--- src/rtl/led_pkg.sv ---
// led_pkg: shared definitions for the LED pattern generator.
//   mode_t         - 2-bit pattern select type
//   MODE_ALL_ON    - all LEDs lit
//   MODE_BLINK     - all LEDs toggle on each step
//   MODE_SCAN      - single lit LED bouncing end to end
//   MODE_COUNT     - binary up-counter shown on the LEDs
package led_pkg;

    typedef logic [1:0] mode_t;

    localparam mode_t MODE_ALL_ON = 2'd0;
    localparam mode_t MODE_BLINK  = 2'd1;
    localparam mode_t MODE_SCAN   = 2'd2;
    localparam mode_t MODE_COUNT  = 2'd3;

endpackage

--- src/rtl/led_prescaler.sv ---
// led_prescaler: divides clk down to a step rate.
//   clk  in   clock, all state on rising edge
//   rst  in   asynchronous active-high reset
//   tick out  high for the single cycle in which the count equals DIV-1
module led_prescaler #(
    parameter int unsigned DIV = 4
) (
    input  logic clk,
    input  logic rst,
    output logic tick
);

    localparam int unsigned CntW = (DIV > 1) ? $clog2(DIV) : 1;
    localparam logic [CntW-1:0] CntLast = CntW'(DIV - 1);

    logic [CntW-1:0] cnt_q, cnt_d;

    always_comb begin
        tick  = (cnt_q == CntLast);
        cnt_d = tick ? '0 : cnt_q + CntW'(1);
    end

    always_ff @(posedge clk or posedge rst) begin
        if (rst) begin
            cnt_q <= '0;
        end else begin
            cnt_q <= cnt_d;
        end
    end

endmodule

--- src/rtl/led_pattern.sv ---
// led_pattern: LED pattern generator with global PWM brightness.
//   clk   in   clock, all state on rising edge
//   rst   in   asynchronous active-high reset
//   mode  in   pattern select (ALL_ON, BLINK, SCAN, COUNT)
//   duty  in   brightness; 0 = dark, all-ones = fully on
//   leds  out  registered LED drive, 1 = lit
//   step  out  registered one-cycle pulse per pattern step
module led_pattern
    import led_pkg::*;
#(
    parameter int unsigned N_LEDS  = 8,
    parameter int unsigned CLK_HZ  = 12000000,
    parameter int unsigned STEP_HZ = 4,
    parameter int unsigned PWM_W   = 8
) (
    input  logic              clk,
    input  logic              rst,
    input  logic [1:0]        mode,
    input  logic [PWM_W-1:0]  duty,
    output logic [N_LEDS-1:0] leds,
    output logic              step
);

    localparam int unsigned DIV = CLK_HZ / STEP_HZ;

    logic tick;

    led_prescaler #(
        .DIV (DIV)
    ) u_prescaler (
        .clk  (clk),
        .rst  (rst),
        .tick (tick)
    );

    logic [N_LEDS-1:0] pattern_q, pattern_d;
    logic [N_LEDS-1:0] leds_q, leds_d;
    logic [PWM_W-1:0]  pwm_cnt_q, pwm_cnt_d;
    logic              dir_up_q, dir_up_d;
    logic              load_q, load_d;
    logic              step_q, step_d;
    mode_t             mode_q, mode_d;
    logic              pwm_en;

    function automatic logic [N_LEDS-1:0] load_value(input mode_t m);
        case (m)
            MODE_SCAN:  return N_LEDS'(1);
            MODE_COUNT: return '0;
            default:    return '1;
        endcase
    endfunction

    always_comb begin
        pwm_cnt_d = pwm_cnt_q + PWM_W'(1);
        // All-ones duty must be solidly on, not on for 2^PWM_W-1 of 2^PWM_W cycles.
        pwm_en    = (&duty) || (pwm_cnt_q < duty);
        leds_d    = pattern_q & {N_LEDS{pwm_en}};
        step_d    = tick;
        mode_d    = mode;
        load_d    = 1'b0;
        pattern_d = pattern_q;
        dir_up_d  = dir_up_q;

        // A load swallows a coincident tick: the new pattern starts unstepped.
        if (load_q || (mode != mode_q)) begin
            pattern_d = load_value(mode);
            dir_up_d  = 1'b1;
        end else if (tick) begin
            case (mode_q)
                MODE_BLINK: pattern_d = ~pattern_q;
                MODE_SCAN: begin
                    if (N_LEDS > 1) begin
                        if (dir_up_q) begin
                            pattern_d = pattern_q << 1;
                            if (pattern_d[N_LEDS-1]) dir_up_d = 1'b0;
                        end else begin
                            pattern_d = pattern_q >> 1;
                            if (pattern_d[0]) dir_up_d = 1'b1;
                        end
                    end
                end
                MODE_COUNT: pattern_d = pattern_q + N_LEDS'(1);
                default:    pattern_d = pattern_q;
            endcase
        end
    end

    always_ff @(posedge clk or posedge rst) begin
        if (rst) begin
            pattern_q <= '0;
            leds_q    <= '0;
            pwm_cnt_q <= '0;
            dir_up_q  <= 1'b1;
            load_q    <= 1'b1;
            step_q    <= 1'b0;
            mode_q    <= MODE_ALL_ON;
        end else begin
            pattern_q <= pattern_d;
            leds_q    <= leds_d;
            pwm_cnt_q <= pwm_cnt_d;
            dir_up_q  <= dir_up_d;
            load_q    <= load_d;
            step_q    <= step_d;
            mode_q    <= mode_d;
        end
    end

    assign leds = leds_q;
    assign step = step_q;

endmodule

--- config.mk ---
export PLATFORM = sky130hd
export DESIGN_NAME = led_pattern
export DESIGN_NICKNAME = d
export VERILOG_FILES = /design/src/rtl/led_pkg.sv /design/src/rtl/led_prescaler.sv /design/src/rtl/led_pattern.sv
export SDC_FILE = /design/constraint.sdc
export NUM_CORES = 1
export LEC_CHECK = 0
export ABC_AREA = 1
export BUFFER_PORTS_ARGS = -buffer_cell sky130_fd_sc_hd__clkbuf_2
export CORE_UTILIZATION = 60
export DETAILED_ROUTE_END_ITERATION = 10
export PLACE_DENSITY_LB_ADDON = 0.25
export SYNTH_ARGS = -nofsm -noshare
export SYNTH_HDL_FRONTEND = slang
export SYNTH_HIERARCHICAL = 1
export SYNTH_SLANG_ARGS = --single-unit
--- constraint.sdc ---
create_clock -name clk -period 3.29 [get_ports clk]
set_clock_uncertainty 0.15 [all_clocks]
set_input_delay 0.4935 -clock clk [delete_from_list [all_inputs] [get_ports clk]]
set_output_delay 0.4935 -clock clk [all_outputs]
set_load 0.03 [all_outputs]
# == Word-level counts from Yosys, hierarchy flattened ==
# Index checks and enable logic that the tools add are counted.
# op_classes
addsub,3
n_lt_le_gt_ge,1
n_eq_ne,7
mux,12
n_bitwise,2
n_reduce_logical,8
# ops
operator,count
8-bit two-way mux,3
8-bit one-hot mux with 3 select lines,1
"22-bit by 1-bit adder with 22-bit output, second input constant",1
"22-bit == test, second input constant",1
22-bit two-way mux,1
"8-bit by 1-bit adder with 8-bit output, second input constant",2
8-bit one-hot mux with 2 select lines,1
8-bit bitwise AND,1
"2-bit == test, second input constant",4
8-bit less-than comparator,1
8-bit inverter,1
8-bit AND reduction,1
1-bit two-way mux,6
2-bit AND reduction,2
2-bit nonzero test,2
4-bit nonzero test,1
"2-bit by 1-bit == test with 1-bit output, second input constant",1
1-bit logical OR,2
2-bit inequality test,1
# totals
regBits,51
inputBits,12

# == Logic depth before layout (Yosys ltp) ==
# Gate-level depths: netlist (run 1).
# logic_depth
ltp_word,5
ltp_mapped,10

# == By module ==
# Netlist (run 1), hierarchy kept.
# modules_own_cells
module,instances,cells_per_inst,area_per_inst_um2
led_pattern,1,213,1710.4
led_prescaler,1,184,1363.8

# == Worst setup path after synthesis (run 1) ==
# OpenSTA, ideal clock, no wires.
# synth_timing
path_kind,flip-flop to flip-flop
start,reg u_prescaler.cnt_q[0]
end,reg pattern_q[1]
t_arrival_ps,1617
required_ps,3020
setup_slack_ps,1404
stages_incl_launch_ff,11
path_buffers,0
cell_sequence,dfrtp_1 -> ha_1 -> nand3_2 -> nor2_2 -> inv_2 -> nor2_1 -> o21ai_0 -> nand2_4 -> nand2_2 -> inv_4 -> a21oi_2
# synth_between
elab_chain_len,3
# synth_rtl
item,line,rtl
"start, declared",led_prescaler.sv:16,"logic [CntW-1:0] cnt_q, cnt_d;"
"start signal, assigned",led_prescaler.sv:27,cnt_q <= cnt_d;
22-bit == test,led_prescaler.sv:19,tick = (cnt_q == CntLast);
net step_d,led_pattern.sv:41,"logic step_q, step_d;"
2-bit nonzero test (no source line),-,
2-bit AND reduction (no source line),-,
"end signal, assigned",led_pattern.sv:98,pattern_q <= pattern_d;
"end, declared",led_pattern.sv:36,"logic [N_LEDS-1:0] pattern_q, pattern_d;"
# The timed path passes the listed nets, and every way through them passes these cells.
# A chain may end at the register's enable or synchronous reset.

# == Worst setup path after layout (run 1) ==
# layout_timing
start,reg u_prescaler.cnt_q[0]
end,reg pattern_q[4]
# The elaborated chain is that of the path after synthesis.

==> results.md, run 1 <==
* Largest net degree at the start of global routing at 30
* Core outline area at 0.00482 sq mm
* Pins Over Slew Limit at 0
* Hold_ws at 0.181 ns
* P per Cell Area at approximately 370 mW/mm^2
* Total wire length at 6.28 mm
* Register bit total from synthesis at 51
* Simple-gate share of the synthesized area at 0.328
* Post-route non-filler standard cell count at 491
* Max-cap check violation count at 0
* Worst VDD drop at 0.000237 V
* RSZ-0062 raised after global routing: false
* Static leakage at 0.00170 uW
* Most frequent cells in the layout: nand2_1 (89), inv_1 (55), nor2_1 (50)
* CP Launch Point: u_prescaler/cnt_q[0]
* DRT antenna net count at 0
* Cts hold-fix bufs at 0
* Post-synth cell types at 35
* Max Buffers Root-to-Sink at 2
* Routed vias at 2591
* DRC at 0
* Final Wtd Congestion at 0.884
* Nets at 445
* FF-to-FF Start: u_prescaler/cnt_q[0]
* Initial core utilization at 0.638
* Vias in the first global route at 2371
* CP endpoint kind: flip-flop
* WP data required at around 3.3 ns
* Syn Area/Cell at a little under 8 sq um
* Port Buffers at 20
* Worst slew margin at 0.265
* Detail Placement HPWL at 4.85 mm
* CTS Buf Count at 5
* Inst Count DP at 483
* Grt met2 use at 0.405
* Final Cycle Share at 0.651
* Post-Synth XOR/XNOR Area at 0.0427
* Die Ht at 73.6 um
* Sequential area share after synthesis at 0.416
* Fmax at 467 MHz
* Worst Max-Slew Pin Slew at approximately 1.1 ns
* Mux share of post-synthesis cell area at 0
* Avg Vias per Cell at 5.28
* FILL cells at ~430
* M3 GR Usage at 0.0466
* Layout area overhead at 9.20%
* Number of gates resized after CTS at 0
* Initial drt markers at 136
* CP Class: reg2reg
* Ys flop type: dfrtp_1
* Adder-Cell Fraction of Synth Area at 0.0407
* First-pass GRT wire length at 10.6 mm
* Pre-Repair DR Iteration Count at 5
* Async SR Flop Fraction at 1.00
* EDFF count, synth at 0
* Arr. time, crit path at about 2.2 ns
* Initial antenna violation count at 0
* Fin crit period at ~2.1 ns
* Compound-cell area share of the yosys netlist at 0.0969
* Die area at 0.00541 sq mm
* Hold WC Path Type: in2async
* Layout cells sized above 1 at 0.156
* Routing usage on met1 at 0.366
* Largest family of logic cells by synthesized area: simple AND/OR/NAND/NOR gates
* Gate Count Post-Synth at 397
* Clock slew at reported path FFs at 0.09 ns
* CTS root buf: clkbuf_8
* Finish-stage setup viols at 0
* # rows at 25
* Clock Latency Late Sink at ~0.30 ns
* Clock Sinks at 51
* I/O pin cnt at 21
* Worst-path maximum fanout at 9
* Drt wl/cell at 12.8 um
* Synthesized cell area at 0.00307 sq mm
* Global route hottest layer: met2
* Post-CTS setup buffers at 0
* Gr usage total at 0.255
* Die Width at 73.6 um
* Setup TNS at 0 ns
* CTS tree: yes
* Htree depth at 2
* Synthesized Nets at 419
* Synth warn at 6
* Leading cell type in the layout, fill and taps excluded: nand2_1
* Final Hold Fails at 0
* Status: complete, no violations
* Critical path startpoint category: flip-flop
* Global route total overflow at 0
* ANT cells at 0
[critical path, stage by stage (launching register included)]
cell     delay [ns]
dfrtp_1        0.41
ha_1           0.27
nand3_2        0.14
nor2_2         0.17
inv_2          0.08
nor2_1         0.18
o21ai_0        0.21
nand2_4        0.17
nand2_2        0.09
inv_4          0.12
a21oi_2        0.07
[synth_stat cells, types with 2 or more instances]
| cell | number | share of area |
|---|---|---|
| nand2_4 | 5 | 0.018 |
| nor2_2 | 7 | 0.014 |
| dfrtp_1 | 49 | 0.40 |
| o21bai_1 | 2 | 0.0049 |
| nor2_1 | 50 | 0.061 |
| a21oi_2 | 7 | 0.020 |
| dfstp_2 | 2 | 0.017 |
| a21oi_1 | 22 | 0.036 |
| nand4_1 | 12 | 0.024 |
| nor3_1 | 8 | 0.013 |
| nand3_1 | 24 | 0.039 |
| nand2_1 | 89 | 0.11 |
| nor2_8 | 2 | 0.013 |
| inv_2 | 3 | 0.0037 |
| o211ai_1 | 2 | 0.0049 |
| o21ai_0 | 12 | 0.020 |
| xor2_1 | 14 | 0.040 |
| inv_1 | 55 | 0.067 |
| nand2_2 | 5 | 0.010 |
| nor2_4 | 3 | 0.011 |
| ha_1 | 10 | 0.041 |
[cell type report]
cell class | count | area, sq um | area share
clock buffer | 7 | 96.3 | 0.0287
clock inverter | 1 | 7.51 | 0.00224
inverter | 59 | 224 | 0.0667
multi-input combinational | 286 | 1570 | 0.467
sequential | 51 | 1280 | 0.381
tap | 67 | 83.8 | 0.0250
timing repair buffer | 20 | 100 | 0.0298
[cells by family (layout without fill, tap and decap cells)]
family | after synthesis | after routing
flops | 51 | 51
fa+ha+maj | 10 | 10
compound gates | 50 | 50
simple gates | 210 | 210
xor+xnor | 15 | 15
other cells | 1 | 1
buf+inv | 60 | 87
[through the flow]
step	cell area, sq um	worst slack (ns)	power [uW]	util
after detailed placement	3250	1.15	874	0.675
after floorplan	3070	1.40	822	-
after global placement	3250	1.27	870	0.675
final	3360	1.15	1260	0.697
after global routing	3360	0.937	1320	0.697
after CTS	3360	1.14	1260	0.697
[power breakdown]
group          internal [uW]  total [uW]  switching [uW]
clock network            192         395             203
registers                654         680            26.1
logic                   57.7         182             124
[per-layer routing]
| layer | share of wire | up-vias |
|---|---|---|
| met4 | 0.0075 | 0 |
| met2 | 0.45 | 51 |
| met1 | 0.51 | 1210 |
| met3 | 0.031 | 4 |
| met5 | 0 | - |
| li1 | - | 1326 |
[sequential cells by signal (all words and copies together) (netlist names)]
register           count
u_prescaler/cnt_q     22
leds                   8
pattern_q              8
pwm_cnt_q              8
mode_q                 2
dir_up_q               1
load_q                 1
step                   1
[path summary, 6_finish.rpt]
path	end	slack, ns	cells past startpoint
min in group clk	mode_q[0]	0.19	1
max in group asynchronous	pattern_q[0]	2.02	2
setup reg to reg	pattern_q[4]	1.15	10
hold reg to reg	pwm_cnt_q[7]	0.33	1
hold / removal	u_prescaler/cnt_q[19]	0.18	2
setup / recovery	pattern_q[4]	1.15	10
No activity file was read; power rests on OpenSTA's default activity.
==> inputs of run 2 (changes only) <==
- clock period: 3.29 -> 2 ns (I/O delays scaled with it)
==> run 2 against run 1 <==
  * Register-to-register slack got worse by 1.1 ns
  * Via count rose by 3.5%
  * Worst hold slack got worse by 0.17 ns
  * Total power increased by 69%
  * Largest power group unchanged
  * Count of clock-buffer cells in the layout is 1 lower
  * Critical path depth is the same
  * Non-clock buffer count is 13 higher
==> results.md, run 2 (same netlist as run 1, synthesis figures left out) <==
* Global route total overflow at 0
* Clock Latency Late Sink at 0.30 ns
* Pins Over Slew Limit at 0
* FILL cells at 385
* Routed vias at 2681
* Largest net degree at the start of global routing at 30
* Clock Sinks at 51
* CP Class: reg2reg
* Final Wtd Congestion at 0.899
* DRT antenna net count at 0
* DRC at 0
* Hold WC Path Type: in2reg
* # rows at 25
* Total wire length at 6.40 mm
* CP endpoint kind: flip-flop
* Fmax at 524 MHz
* Initial antenna violation count at 0
* Die area at roughly 0.0054 sq mm
* Worst path max stage delay at 0.40 ns
* Leading cell type in the layout, fill and taps excluded: nand2_1
* Detail Placement HPWL at 4.88 mm
* Slowest cell on the critical path: dfrtp_1
* Layout area overhead at 12.9%
* Avg Vias per Cell at 5.33
* Fin area at 0.00347 sq mm
* Nets at 458
* Die Ht at 73.6 um
* Worst-path maximum fanout at 7
* Final Hold Fails at 0
* Htree depth at 2
* Arr. time, crit path at 1.95 ns
* Pre-Repair DR Iteration Count at 5
* Max Buffers Root-to-Sink at 2
* P per Cell Area at 613 mW/mm^2
* Vias in the first global route at approximately 2400
* First-pass GRT wire length at 10.6 mm
* Setup TNS at 0 ns
* Drt wl/cell at 12.7 um
* Static leakage at 0.00177 uW
* Cell family with most CP delay: simple AND/OR/NAND/NOR gates
* Max reg flops at 22
* CP Buf/Inv Count at 2
* CTS root buf: clkbuf_8
* Most frequent cells in the layout: nand2_1 (89), inv_1 (55), nor2_1 (50)
* Gr usage total at 0.259
* Critical path startpoint category: flip-flop
* Layout cells sized above 1 at 0.172
* Fin crit period at 1.91 ns
* Clock slew at reported path FFs at 0.09 ns
* ANT cells at 0
* Final Cycle Share at 0.953
* CTS tree: yes
* Port Buffers at 20
* WP data required at between 2 and 2.5 ns
* CTS Buf Count at 5
* Worst VDD drop at between 0.0004 and 0.0005 V
* Max-cap check violation count at 0
* Reg with most FFs: u_prescaler/cnt_q
* Worst path cell trace: ha_1 -> nand3_2 -> nor2_2 -> inv_2 -> nor2_1 -> o21ai_1 -> nand2_4 -> nand2_2 -> inv_4 -> a21oi_2
* I/O pin cnt at 21
* Die Width at 73.6 um
* Core outline area at 0.00482 sq mm
* Finish-stage setup viols at 0
* Placed Area at 0.00331 sq mm
* Initial drt markers at 215
* Status: complete, no violations
* Initial core utilization at 0.638
run 2: area by class of cell:
class                           instances  area, sq um  share of cell area
Clock buffer                            6         72.6              0.0209
Clock inverter                          1         30.0             0.00865
Inverter                               59          224              0.0645
Multi-Input combinational cell        286         1570               0.451
Sequential cell                        51         1280               0.368
Tap cell                               67         83.8              0.0242
Timing Repair Buffer                   33          215              0.0620
run 2: metal layers:
layer / up-vias / GRT usage / share of wire
met2: 82 / 0.410 / 0.46
met3: 6 / 0.0562 / 0.056
met5: - / 0 / 0
met4: 0 / 0.0705 / 0.0083
li1: 1346 / - / -
met1: 1247 / 0.360 / 0.48
run 2: worst reg2reg max path: cells and delay by family (launching register included):
kind | cells | cell delay [ns]
compound gates | 2 | 0.24
flops | 1 | 0.40
simple gates | 5 | 0.61
fa+ha+maj | 1 | 0.22
buf+inv | 2 | 0.18
run 2: path summary, 6_finish.rpt:
path                                       from                     to  slack, ns  cells after the start
setup / recovery           u_prescaler/cnt_q[0]           pattern_q[7]       0.09                     10
hold reg to reg                    pwm_cnt_q[7]           pwm_cnt_q[7]       0.34                      1
setup reg to reg           u_prescaler/cnt_q[0]           pattern_q[7]       0.09                     10
max in group asynchronous                   rst               dir_up_q       0.93                      4
min in group asynchronous                   rst  u_prescaler/cnt_q[20]       0.43                      4
hold / removal                          mode[1]              mode_q[1]       0.01                      1
run 2: what timing repair did:
action | in CTS | in global routing
hold endpoints to repair | 50 | 0
hold buffers | 2 | 0
setup buffers | 0 | 3
pin swaps | 0 | 1
gates resized for setup | 1 | 0
setup endpoints to repair | 7 | 7
run 2: where the power goes:
group | switching (uW) | internal (uW) | total, uW
Clock | 325 | 367 | 692
Sequential | 43.7 | 1080 | 1120
Combinational | 208 | 106 | 314
Total | 577 | 1550 | 2130
run 2: stage by stage:
| step | util | hold slack, ns | power, uW | worst slack [ns] | cells |
|---|---|---|---|---|---|
| detailed placement | 0.688 | 0.208 | 1440 | -0.0152 | 491 |
| finish | 0.721 | 0.0104 | 2130 | 0.0932 | 503 |
| floorplan | - | 0.139 | 1350 | 0.114 | 397 |
| global route | 0.721 | 0.00152 | 2230 | -0.0286 | 503 |
| CTS | 0.713 | 0.0103 | 2130 | 0.0498 | 500 |
| global placement | 0.688 | 0.194 | 1430 | 0.0946 | 491 |
==> inputs of run 3 (changes only) <==
==> constraint.sdc (replaced) <==
create_clock -name clk -period 2 [get_ports clk]
set_clock_uncertainty 0.15 [all_clocks]
set_input_delay 0.2 -clock clk [delete_from_list [all_inputs] [get_ports clk]]
set_output_delay 0.2 -clock clk [all_outputs]
set_load 0.03 [all_outputs]
==> run 3 against run 2 <==
  * Utilization up 0.21 points
  * Count of clock-buffer cells in the layout unchanged
  * Combinational power about the same
  * Total power about the same
  * Via count down 0.34%
  * Die area unchanged
  * Sequential power about the same
  * Largest cell class unchanged
  * Global-route usage about the same
  * Register-to-register slack about the same
  * Final cell count up 0.20%
==> results.md, run 3 (same netlist as run 1, synthesis figures left out) <==
* Nets at approximately 460
* I/O pin cnt at 21
* Hold_ws at just under 0.3 ns
* Global route total overflow at 0
* Max-cap check violation count at 0
* Die Ht at 73.6 um
* Switching Fraction at 0.271
* Initial antenna violation count at 0
* Detail Placement HPWL at 4.88 mm
* CP Launch Point: u_prescaler/cnt_q[0]
* Overall Power at between 2000 and 2500 uW
* Most frequent cells in the layout: nand2_1 (89), inv_1 (55), nor2_1 (50)
* Initial drt markers at 168
* Final Hold Fails at 0
* NetSw at 576 uW
* Status: complete, no violations
* Layout cells sized above 1 at 0.172
* Leading cell type in the layout, fill and taps excluded: nand2_1
* Clock Sinks at 51
* Final Cycle Share at 0.957
* Final Wtd Congestion at 0.899
* Vias in the first global route at 2403
* Clock slew at reported path FFs at 0.09 ns
* Post-route worst setup slack at 0.0861 ns
* # rows at 25
* Clock Latency Late Sink at 0.30 ns
* M3 GR Usage at 0.0562
* Htree depth at 2
* CTS tree: yes
* Worst-path maximum fanout at 7
* Largest net degree at the start of global routing at 30
* CP endpoint kind: flip-flop
* Port Buffers at 20
* CP Class: reg2reg
* Pre-CTS setup slack at -0.0152 ns
* Grt met2 use at 0.411
* Finish-stage setup viols at 0
* DRT antenna net count at 0
* Critical path startpoint category: flip-flop
* Max Buffers Root-to-Sink at 2
* Die Width at between 70 and 80 um
* Initial core utilization at 0.638
* Die area at 0.00541 sq mm
* Reg with most FFs: u_prescaler/cnt_q
* Fmax at between 500 and 600 MHz
* Pre-Repair DR Iteration Count at 5
* Logic pwr share at 0.149
* Fin crit period at 1.91 ns
* Clk network pwr share at 0.325
* Flop pwr share at 0.526
* First-pass GRT wire length at 10.6 mm
* FF-to-FF Start: u_prescaler/cnt_q[0]
* Routing usage on met1 at 0.360
* Avg Vias per Cell at between 5 and 6
* Routed vias at about 2700
* DRC at 0
* Layout area overhead at 13.2%
* Max reg flops at 22
* Arr. time, crit path at approximately 2.0 ns
* Global route hottest layer: met2
* Internal at 1550 uW
* WP data required at between 2 and 2.5 ns
* Pins Over Slew Limit at 0
* Hold WC Path Type: in2reg
* Total wire length at about 6.4 mm
* Hold Crit Start: duty[5]
* CTS Buf Count at 5
* Static leakage at 0.00178 uW
* P per Cell Area at 611 mW/mm^2
* ANT cells at 0
* Core outline area at 0.00482 sq mm
* Drt wl/cell at 12.7 um
* Gr usage total at 0.259
* CTS root buf: clkbuf_8
* Worst VDD drop at 0.000401 V
## run 3: cell types whose count changed in the layout (fill, tap and decap cells not counted)
cell	change
dlygate4sd3_1	+1
## run 3: final timing paths
kind	cells past startpoint	to	slack (ns)
max in group asynchronous	4	dir_up_q	1.03
worst max-delay path	10	pattern_q[7]	0.09
min in group asynchronous	4	u_prescaler/cnt_q[20]	0.33
worst max register to register	10	pattern_q[7]	0.09
worst min register to register	1	pwm_cnt_q[7]	0.34
worst min-delay path	5	leds[4]	0.29
## run 3: area by class of cell
type	instances	area, sq um
multi-input cells	286	1570
repair buffers	34	225
flip-flops and latches	51	1280
clock buffers	6	72.6
well taps	67	83.8
inverters	59	224
fillers	384	1340
clock inverters	1	30.0
## run 3: worst max-delay path: stages, from the launching register on
cell and delay [ns]:
dfrtp_1 0.40, ha_1 0.22, nand3_2 0.12, nor2_2 0.14, inv_2 0.07, nor2_1 0.15
o21ai_1 0.17, nand2_4 0.13, nand2_2 0.07, inv_4 0.11, a21oi_2 0.07
## run 3: what timing repair did
item / CTS / global route
resized for setup: 1 / 0
hold buffers: 3 / 0
gates cloned: 0 / 0
endpoints found under the hold margin: 51 / 0
pin swaps: 0 / 1
setup endpoints to repair: 7 / 7
buffers inserted: 0 / 3
## run 3: per-layer routing
metal | vias up | wire length (um) | part of all wire
met5 | - | 0 | 0
met4 | 0 | 57 | 0.0089
met3 | 8 | 296 | 0.046
met2 | 75 | 2930 | 0.46
met1 | 1243 | 3130 | 0.49
li1 | 1346 | - | -
## run 3: power groups by stage
stage / sequential (uW) / clock (uW) / combinational, uW
detailed placement: 1140 / 0 / 305
global route: 1130 / 746 / 356
global placement: 1140 / 0 / 297
finish: 1120 / 692 / 316
CTS: 1120 / 704 / 311
floorplan: 1170 / 0 / 181
## run 3: metrics by stage
| step | instance area, sq um | instances | TNS, ns | util |
|---|---|---|---|---|
| 2_1_floorplan | 3070 | 397 | 0 | - |
| 3_3_place_gp | 3310 | 491 | 0 | 0.688 |
| 3_5_place_dp | 3310 | 491 | -0.0638 | 0.688 |
| 4_1_cts | 3450 | 501 | 0 | 0.715 |
| 5_1_grt | 3480 | 504 | -0.145 | 0.723 |
| 6_report | 3480 | 504 | 0 | 0.723 |
